### src/rtl/fpu_ss_wb_arbiter.sv
// FPU subsystem write-back arbiter: shares the FPR write port and the X-interface result
// channel between a fall-through FPnew result queue and memory load results.
module fpu_ss_wb_arbiter #(
  parameter int unsigned FIFO_DEPTH = 2,
  parameter int unsigned DATA_WIDTH = 32,
  parameter int unsigned ID_WIDTH   = 4,
  parameter bit          PULP_ZFINX = 1'b0
) (
  input  logic                  clk_i,
  input  logic                  rst_ni,
  input  logic                  fpu_valid_i,
  output logic                  fpu_ready_o,
  input  logic [4:0]            fpu_rd_i,
  input  logic                  fpu_rd_is_fp_i,
  input  logic [ID_WIDTH-1:0]   fpu_id_i,
  input  logic [DATA_WIDTH-1:0] fpu_data_i,
  input  logic                  mem_valid_i,
  input  logic                  mem_we_i,
  input  logic [4:0]            mem_rd_i,
  input  logic [DATA_WIDTH-1:0] mem_data_i,
  output logic                  fpr_we_o,
  output logic [4:0]            fpr_waddr_o,
  output logic [DATA_WIDTH-1:0] fpr_wdata_o,
  output logic                  x_result_valid_o,
  input  logic                  x_result_ready_i,
  output logic [ID_WIDTH-1:0]   x_result_id_o,
  output logic [4:0]            x_result_rd_o,
  output logic [DATA_WIDTH-1:0] x_result_data_o,
  output logic                  wb_id_valid_o,
  output logic [ID_WIDTH-1:0]   wb_id_o,
  output logic [15:0]           stall_cnt_o
);

  localparam int unsigned PW = $clog2(FIFO_DEPTH);
  localparam int unsigned CW = PW + 1;

  logic [4:0]            q_rd   [FIFO_DEPTH];
  logic                  q_fp   [FIFO_DEPTH];
  logic [ID_WIDTH-1:0]   q_id   [FIFO_DEPTH];
  logic [DATA_WIDTH-1:0] q_data [FIFO_DEPTH];

  logic [PW-1:0] wr_ptr, rd_ptr;
  logic [CW-1:0] count;

  logic                  empty, full;
  logic                  head_valid, head_fp, head_is_fp;
  logic [4:0]            head_rd;
  logic [ID_WIDTH-1:0]   head_id;
  logic [DATA_WIDTH-1:0] head_data;
  logic                  mem_wr, drain, push, pop, blocked;

  // Outputs are qualified with rst_ni so they drop immediately when reset asserts.
  always_comb begin
    empty = (count == '0);
    full  = (count == CW'(FIFO_DEPTH));
    if (!empty) begin
      head_fp   = q_fp[rd_ptr];
      head_rd   = q_rd[rd_ptr];
      head_id   = q_id[rd_ptr];
      head_data = q_data[rd_ptr];
    end else begin
      head_fp   = fpu_rd_is_fp_i;
      head_rd   = fpu_rd_i;
      head_id   = fpu_id_i;
      head_data = fpu_data_i;
    end
    head_valid = rst_ni & (~empty | fpu_valid_i);
    head_is_fp = head_fp & (PULP_ZFINX == 1'b0);
    mem_wr     = rst_ni & mem_valid_i & mem_we_i & (PULP_ZFINX == 1'b0);
    drain      = head_valid & (head_is_fp ? ~mem_wr : x_result_ready_i);
    blocked    = head_valid & head_is_fp & mem_wr;
    pop        = drain & ~empty;
    push       = fpu_valid_i & ~full & ~(empty & drain);
  end

  always_comb begin
    fpu_ready_o      = ~full;
    fpr_we_o         = 1'b0;
    fpr_waddr_o      = '0;
    fpr_wdata_o      = '0;
    x_result_valid_o = 1'b0;
    x_result_id_o    = '0;
    x_result_rd_o    = '0;
    x_result_data_o  = '0;
    wb_id_valid_o    = drain;
    wb_id_o          = drain ? head_id : '0;
    if (mem_wr) begin
      fpr_we_o    = 1'b1;
      fpr_waddr_o = mem_rd_i;
      fpr_wdata_o = mem_data_i;
    end else if (head_valid && head_is_fp) begin
      fpr_we_o    = 1'b1;
      fpr_waddr_o = head_rd;
      fpr_wdata_o = head_data;
    end
    if (head_valid && !head_is_fp) begin
      x_result_valid_o = 1'b1;
      x_result_id_o    = head_id;
      x_result_rd_o    = head_rd;
      x_result_data_o  = head_data;
    end
  end

  always_ff @(posedge clk_i) begin
    if (push) begin
      q_rd[wr_ptr]   <= fpu_rd_i;
      q_fp[wr_ptr]   <= fpu_rd_is_fp_i;
      q_id[wr_ptr]   <= fpu_id_i;
      q_data[wr_ptr] <= fpu_data_i;
    end
  end

  always_ff @(posedge clk_i or negedge rst_ni) begin
    if (!rst_ni) begin
      wr_ptr      <= '0;
      rd_ptr      <= '0;
      count       <= '0;
      stall_cnt_o <= '0;
    end else begin
      if (push) wr_ptr <= wr_ptr + PW'(1);
      if (pop)  rd_ptr <= rd_ptr + PW'(1);
      if (push && !pop)      count <= count + CW'(1);
      else if (pop && !push) count <= count - CW'(1);
      if (blocked && stall_cnt_o != '1) stall_cnt_o <= stall_cnt_o + 16'd1;
    end
  end

endmodule

### config.mk
export PLATFORM = sky130hd
export DESIGN_NAME = fpu_ss_wb_arbiter
export DESIGN_NICKNAME = d
export VERILOG_FILES = /design/src/rtl/fpu_ss_wb_arbiter.sv
export SDC_FILE = /design/constraint.sdc
export NUM_CORES = 1
export LEC_CHECK = 0
export ABC_AREA = 1
export CAP_MARGIN = 25
export CORE_MARGIN = 2
export CORE_UTILIZATION = 41
export CTS_BUF_LIST = sky130_fd_sc_hd__clkbuf_16
export DETAILED_ROUTE_END_ITERATION = 6
export PLACE_DENSITY = 0.73
export SETUP_SLACK_MARGIN = 0.15
export SLEW_MARGIN = 10
export SYNTH_ARGS = -nofsm -noshare
export SYNTH_HDL_FRONTEND = slang
export SYNTH_SLANG_ARGS = --single-unit
export TNS_END_PERCENT = 1
### constraint.sdc
create_clock -name clk_i -period 3 [get_ports clk_i]
set_input_delay 0.6 -clock clk_i [delete_from_list [all_inputs] [get_ports clk_i]]
set_output_delay 0.6 -clock clk_i [all_outputs]
set_load 0.02 [all_outputs]
# Yosys cells after proc, flatten, opt, wreduce, memory -nomap -nowiden
# Memory sizes are Yosys's and may differ from the RTL's.
# Index checks and enable logic that the tools add are counted.
# totals
ram_bits	84
memories	4
reg_bits	20
elab_cells	60
# op_classes
muxes	20
bitwise_logic	15
addsub	5
n_eq_ne	2
n_reduce_logical	10
# memory_table
name	depth	width	read_ports	rd_clocked_by_memory_dff	wr	line_no	rtl
q_data	2	32	1	0	1	40	logic [DATA_WIDTH-1:0] q_data [FIFO_DEPTH];
q_rd	2	5	1	0	1	37	logic [4:0] q_rd [FIFO_DEPTH];
q_id	2	4	1	0	1	39	logic [ID_WIDTH-1:0] q_id [FIFO_DEPTH];
q_fp	2	1	1	0	1	38	logic q_fp [FIFO_DEPTH];
# op_table
cell	count
32-bit 2-to-1 mux	4
5-bit 2-to-1 mux	4
16-bit by 1-bit adder with 16-bit output, second input constant	1
16-bit inequality test, second input constant	1
4-bit 2-to-1 mux	3
1-bit AND	10
1-bit 2-to-1 mux	7
1-bit logical AND	5
2-bit 2-to-1 mux	2
1-bit inverter	4
1-bit logical NOT	3
1-bit adder, second input constant	2
2-bit by 1-bit adder with 2-bit output, second input constant	1
2-bit equality test, second input constant	1
2-bit logical NOT	1
2-bit nonzero test	1
2-bit by 1-bit subtractor with 2-bit output, second input constant	1
1-bit OR	1

# Logic depth before layout (Yosys ltp)
# Gate-level depths: netlist (run 1).
# logic_depth
ltp_word	12
depth_mapped	13

# Least setup slack after synthesis (run 1)
# OpenSTA, ideal clock, no wires.
# synth_timing
kind	input to register
from	input mem_valid_i
to	memory q_data[1][0] (enable)
t_required_ns	2.559
n_path_buf	0
setup_slack_ns	-0.404
path_stages	6
arrival_ns	2.962
path_cell_list	nand2_1 > nor2_1 > nand3_1 > nand4_1 > nand2_1 > nor2_1
# synth_between
elab_chain_len	10
# synth_rtl
element	line_no	rtl
from (decl)	17	input logic mem_valid_i,
1-bit AND (2 in series)	69	mem_wr = rst_ni & mem_valid_i & mem_we_i & (PULP_ZFINX == 1'b0);
1-bit inverter	70	drain = head_valid & (head_is_fp ? ~mem_wr : x_result_ready_i);
1-bit 2-to-1 mux	70	
1-bit AND	70	
1-bit AND	73	push = fpu_valid_i & ~full & ~(empty & drain);
1-bit inverter	73	
1-bit AND	73	
1-bit 2-to-1 mux	105	if (push) begin
1-bit 2-to-1 mux (implied by the code)	109	q_data[wr_ptr] <= fpu_data_i;
to (decl)	40	
# Every way passes these cells.

# Final worst setup path (run 1)
# layout_timing
from	input fpu_rd_is_fp_i
to	output x_result_data_o[4]
# layout_between
elab_chain_len	4
# layout_rtl
element	line_no	rtl
from (decl)	14	input logic fpu_rd_is_fp_i,
1-bit 2-to-1 mux	56	if (!empty) begin
1-bit logical NOT	96	if (head_valid && !head_is_fp) begin
1-bit logical AND	96	
32-bit 2-to-1 mux	96	
to (decl)	28	output logic [DATA_WIDTH-1:0] x_result_data_o,
# Every way passes these cells.

==> flow_summary.toml, run 1 <==
[cts]
cts.clk_slew.worst_paths_ns = 0.07
cts.sinks = 104
hold_buffers = 0
h-tree-depth = 3
clk_latency_ns = 0.34
cts_tree = "done"
clockRootBuffer = "clkbuf_16"
cts_buffers = 9
ctsLongestPathBuffers = 2

[synth]
synth_fp_nets = 668
yosysTopAreaCell = "edfxtp_1"
synth_cells = 581
yosysWarnings = 0
synth_area_per_cell_sq_um = 9.17
yosysUniqueCellTypes = 29
synth_top_area_share_pct = 47.4
ys_top_cells_by_area = "edfxtp_1 47%, nand2_1 13%, dfrtp_1 9.4%, nand3_1 5.2%, o21ai_2 5.1%"
synth_seq_cells = 104
synth-seq-area-share_pct = 56.8
syn_area_sq_um = 5330

[final_layout]
num-fill-cells = 1131
nNetsFinal = 857
syn2layout_area_growth_pct = 46.1
fin_area_sq_um = 7780
drive_gt1_share_pct = 15.9
instances_no_fill = 948

[routing]
wire_per_inst_microns = 15.5
wl_microns = 14700
drt_iter0_markers = 274
final_antenna_net_count = 0
vias = 4707
drc = 0
dr.pass1.iters = 5
routed_via_density = 4.97

[setup_path]
rr_worst_depth = 13
r2r_start = "count[0]$_DFFE_PN0P_"
required_ns = 2.40
path_class = "primary input to primary output"
crit_arrival_ns = 2.29
ff2ff_setup_slack_ns = 0.57
startpoint_type = "primary input"
cp_max_fo = 15
slowest_delay_ns = 0.48
crit_path_end_kind = "primary output"
crit_chain = "clkdlybuf4s50_1, nand2_2, nand2_1, nor2_1, inv_1, buf_4, nor2_1, clkdlybuf4s15_2"
r2r-end = "count[1]$_DFFE_PN0P_"
crit_top_cell = "nor2_1"
cp_slowest_cell = "clkdlybuf4s50_1"

[sta]
min_period_over_period_pct = 96.2
slew_headroom_pct = 69.6
setup_violations = 0
rsz0062_at_grt = "true"
finClkSkew_ns = 0.00517
drv_slew = 0
finalHoldViolCount = 0
tightestPinTransition_ns = 0.451
clock.fmax_ghz = 0.347
final.min_clock_period_ns = 2.89

[power]
pwr-share-seq_pct = 30.5
p_int_mw = 3.99
power.density_nw_per_um2 = 913
p_switching_mw = 3.11
ir_worst_vdd_uv = 426
total_leakage_power_nw = 3.27
power_frac_comb_pct = 54.4
power_frac_clock_pct = 15.1
sw_frac_of_total_pct = 43.8

[floorplanning]
die-area_sq_um = 13900
row_count = 41
io_pins = 187
die_w_microns = 118
core-area_sq_um = 12700
initial_core_util_pct = 42.0
die_h_microns = 118

[hold_path]
hp-class = "primary input to async pin"

[global_routing]
grt_overflow_total = 0
grt_pass1_wl_microns = 23900
grt_pass1_vias = 4669
grt_max_degree = 49
antenna_found_initial = 1
grt_use_total_pct = 21.6

[place]
hpwl_microns = 10500
gp_congestion = 0.947
placed_cells_incl_taps = 929
placed_area_sq_um = 7510
io_buffers = 186

[flow_run]
maxCapViolCount = 0

[run_status]
outcome = "completed"
-- per-layer routing --
layer / share of wire, % / routed length, microns / up-vias / GRT usage [%]
met5: 0 / 0 / - / 0
met4: 2.1 / 302 / 0 / 8.73
met3: 5.3 / 773 / 21 / 3.59
met2: 51 / 7430 / 148 / 37.4
met1: 42 / 6160 / 2194 / 26.7
li1: - / - / 2344 / -
-- cell usage after synthesis --
library cell	number
inv_2	2
inv_1	26
nand3_2	2
xor2_1	9
nor2_1	54
nor3_2	1
ha_1	2
buf_2	9
o21ai_0	49
edfxtp_1	84
dfrtp_1	20
nor3_1	5
o21ai_2	31
a21oi_2	1
buf_6	6
xnor2_1	2
nand2_1	180
nor2_2	1
o21ai_1	11
a21oi_1	1
nand4_1	6
buf_4	2
clkbuf_1	15
nand3b_1	1
nand2_2	3
xnor2_2	1
or2_2	1
nand3_1	55
inv_4	1
-- area by class of cell --
cell class | count | area (sq um) | share of cell area (%)
Tap cell | 172 | 215 | 2.77
Timing Repair Buffer | 209 | 2100 | 26.9
Clock buffer | 9 | 225 | 2.89
Multi-Input combinational cell | 417 | 2060 | 26.5
Inverter | 29 | 111 | 1.43
Sequential cell | 104 | 3020 | 38.9
Antenna cell | 1 | 2.50 | 0.0322
Clock inverter | 7 | 46.3 | 0.595
-- power groups by stage --
stage	clock (mW)	combinational (mW)	sequential (mW)
final	1.07	3.86	2.17
after CTS	1.09	3.91	2.17
after global placement	0	4.04	2.18
after detailed placement	0	4.09	2.19
after floorplan	0	2.28	2.24
after global routing	1.17	4.23	2.20
-- timing repair --
action / 4_1_cts / 5_1_grt
buffers inserted: 1 / 0
cloned: 1 / 0
setup endpoints to repair: 84 / 75
pin swaps: 3 / 2
gates resized for setup: 172 / 1
-- per-stage QoR --
| stage | hold WS (ns) | TNS (ns) | worst slack (ns) | util (%) | total power [mW] |
|---|---|---|---|---|---|
| 6_report | 0.438 | 0 | 0.115 | 61.4 | 7.10 |
| 5_1_grt | 0.449 | 0 | 0.0237 | 61.4 | 7.60 |
| 4_1_cts | 0.428 | 0 | 0.0407 | 61.4 | 7.17 |
| 3_5_place_dp | 0.465 | -11.17 | -0.270 | 59.2 | 6.28 |
| 3_3_place_gp | 0.462 | -7.25 | -0.217 | 59.2 | 6.21 |
| 2_1_floorplan | 0.304 | 0 | 0.292 | - | 4.52 |
-- layout by cell type, fill, tap and decap left out, types with 5 or more instances in the layout --
master,n
nand3_1,55
dlygate4sd2_1,47
buf_4,12
o21ai_1,10
nor3_1,5
xor2_1,9
dfrtp_1,19
o21ai_2,32
nor2_1,52
buf_12,9
o21ai_0,49
nand4_1,6
edfxtp_1,84
clkdlybuf4s50_1,101
buf_2,7
clkbuf_16,9
inv_1,25
clkdlybuf4s15_2,26
nand2_1,178
-- kinds of logic (layout without fill, tap and decap cells) --
group	after synthesis	after routing	synth area share, %
compound gates	93	94	11.0
fa+ha+maj	2	2	0.470
buf+inv	61	254	5.54
flops	104	104	56.8
xor+xnor	12	12	2.11
simple gates	309	309	24.1
other cells	0	1	0
-- how the worst max path moves through the flow --
stage | cells past startpoint | to | from | slack [ns]
floorplan | 6 | q_data[1][0]$_DFFE_PP_ | mem_valid_i | 0.29
global placement | 7 | fpr_waddr_o[4] | fpu_rd_is_fp_i | -0.22
detailed placement | 7 | fpr_waddr_o[4] | fpu_rd_is_fp_i | -0.27
CTS | 6 | fpr_we_o | fpu_valid_i | 0.04
global route | 8 | x_result_data_o[8] | fpu_rd_is_fp_i | 0.02
finish | 8 | x_result_data_o[4] | fpu_rd_is_fp_i | 0.11
-- state kept, by name, indices dropped and copies added, names as in the netlist --
signal	flops
q_data	64
rd_ptr	1
count	2
q_rd	10
wr_ptr	1
q_fp	2
stall_cnt_o	16
q_id	8
-- worst max-delay path: cells and delay by family --
kind | cells | cell delay (ns)
buffers and inverters | 4 | 1.11
and+or+nand+nor | 4 | 0.58
No activity file was read; power rests on OpenSTA's default activity.
==> inputs of run 2 (changes only) <==
--- a/config.mk
+++ b/config.mk
@@ -6,7 +6,6 @@
 export NUM_CORES = 1
 export LEC_CHECK = 0
 export ABC_AREA = 1
-export CAP_MARGIN = 25
 export CORE_MARGIN = 2
 export CORE_UTILIZATION = 41
 export CTS_BUF_LIST = sky130_fd_sc_hd__clkbuf_16
==> results of run 2 <==
Final layout, timing and power as in run 1 (identical DEF).
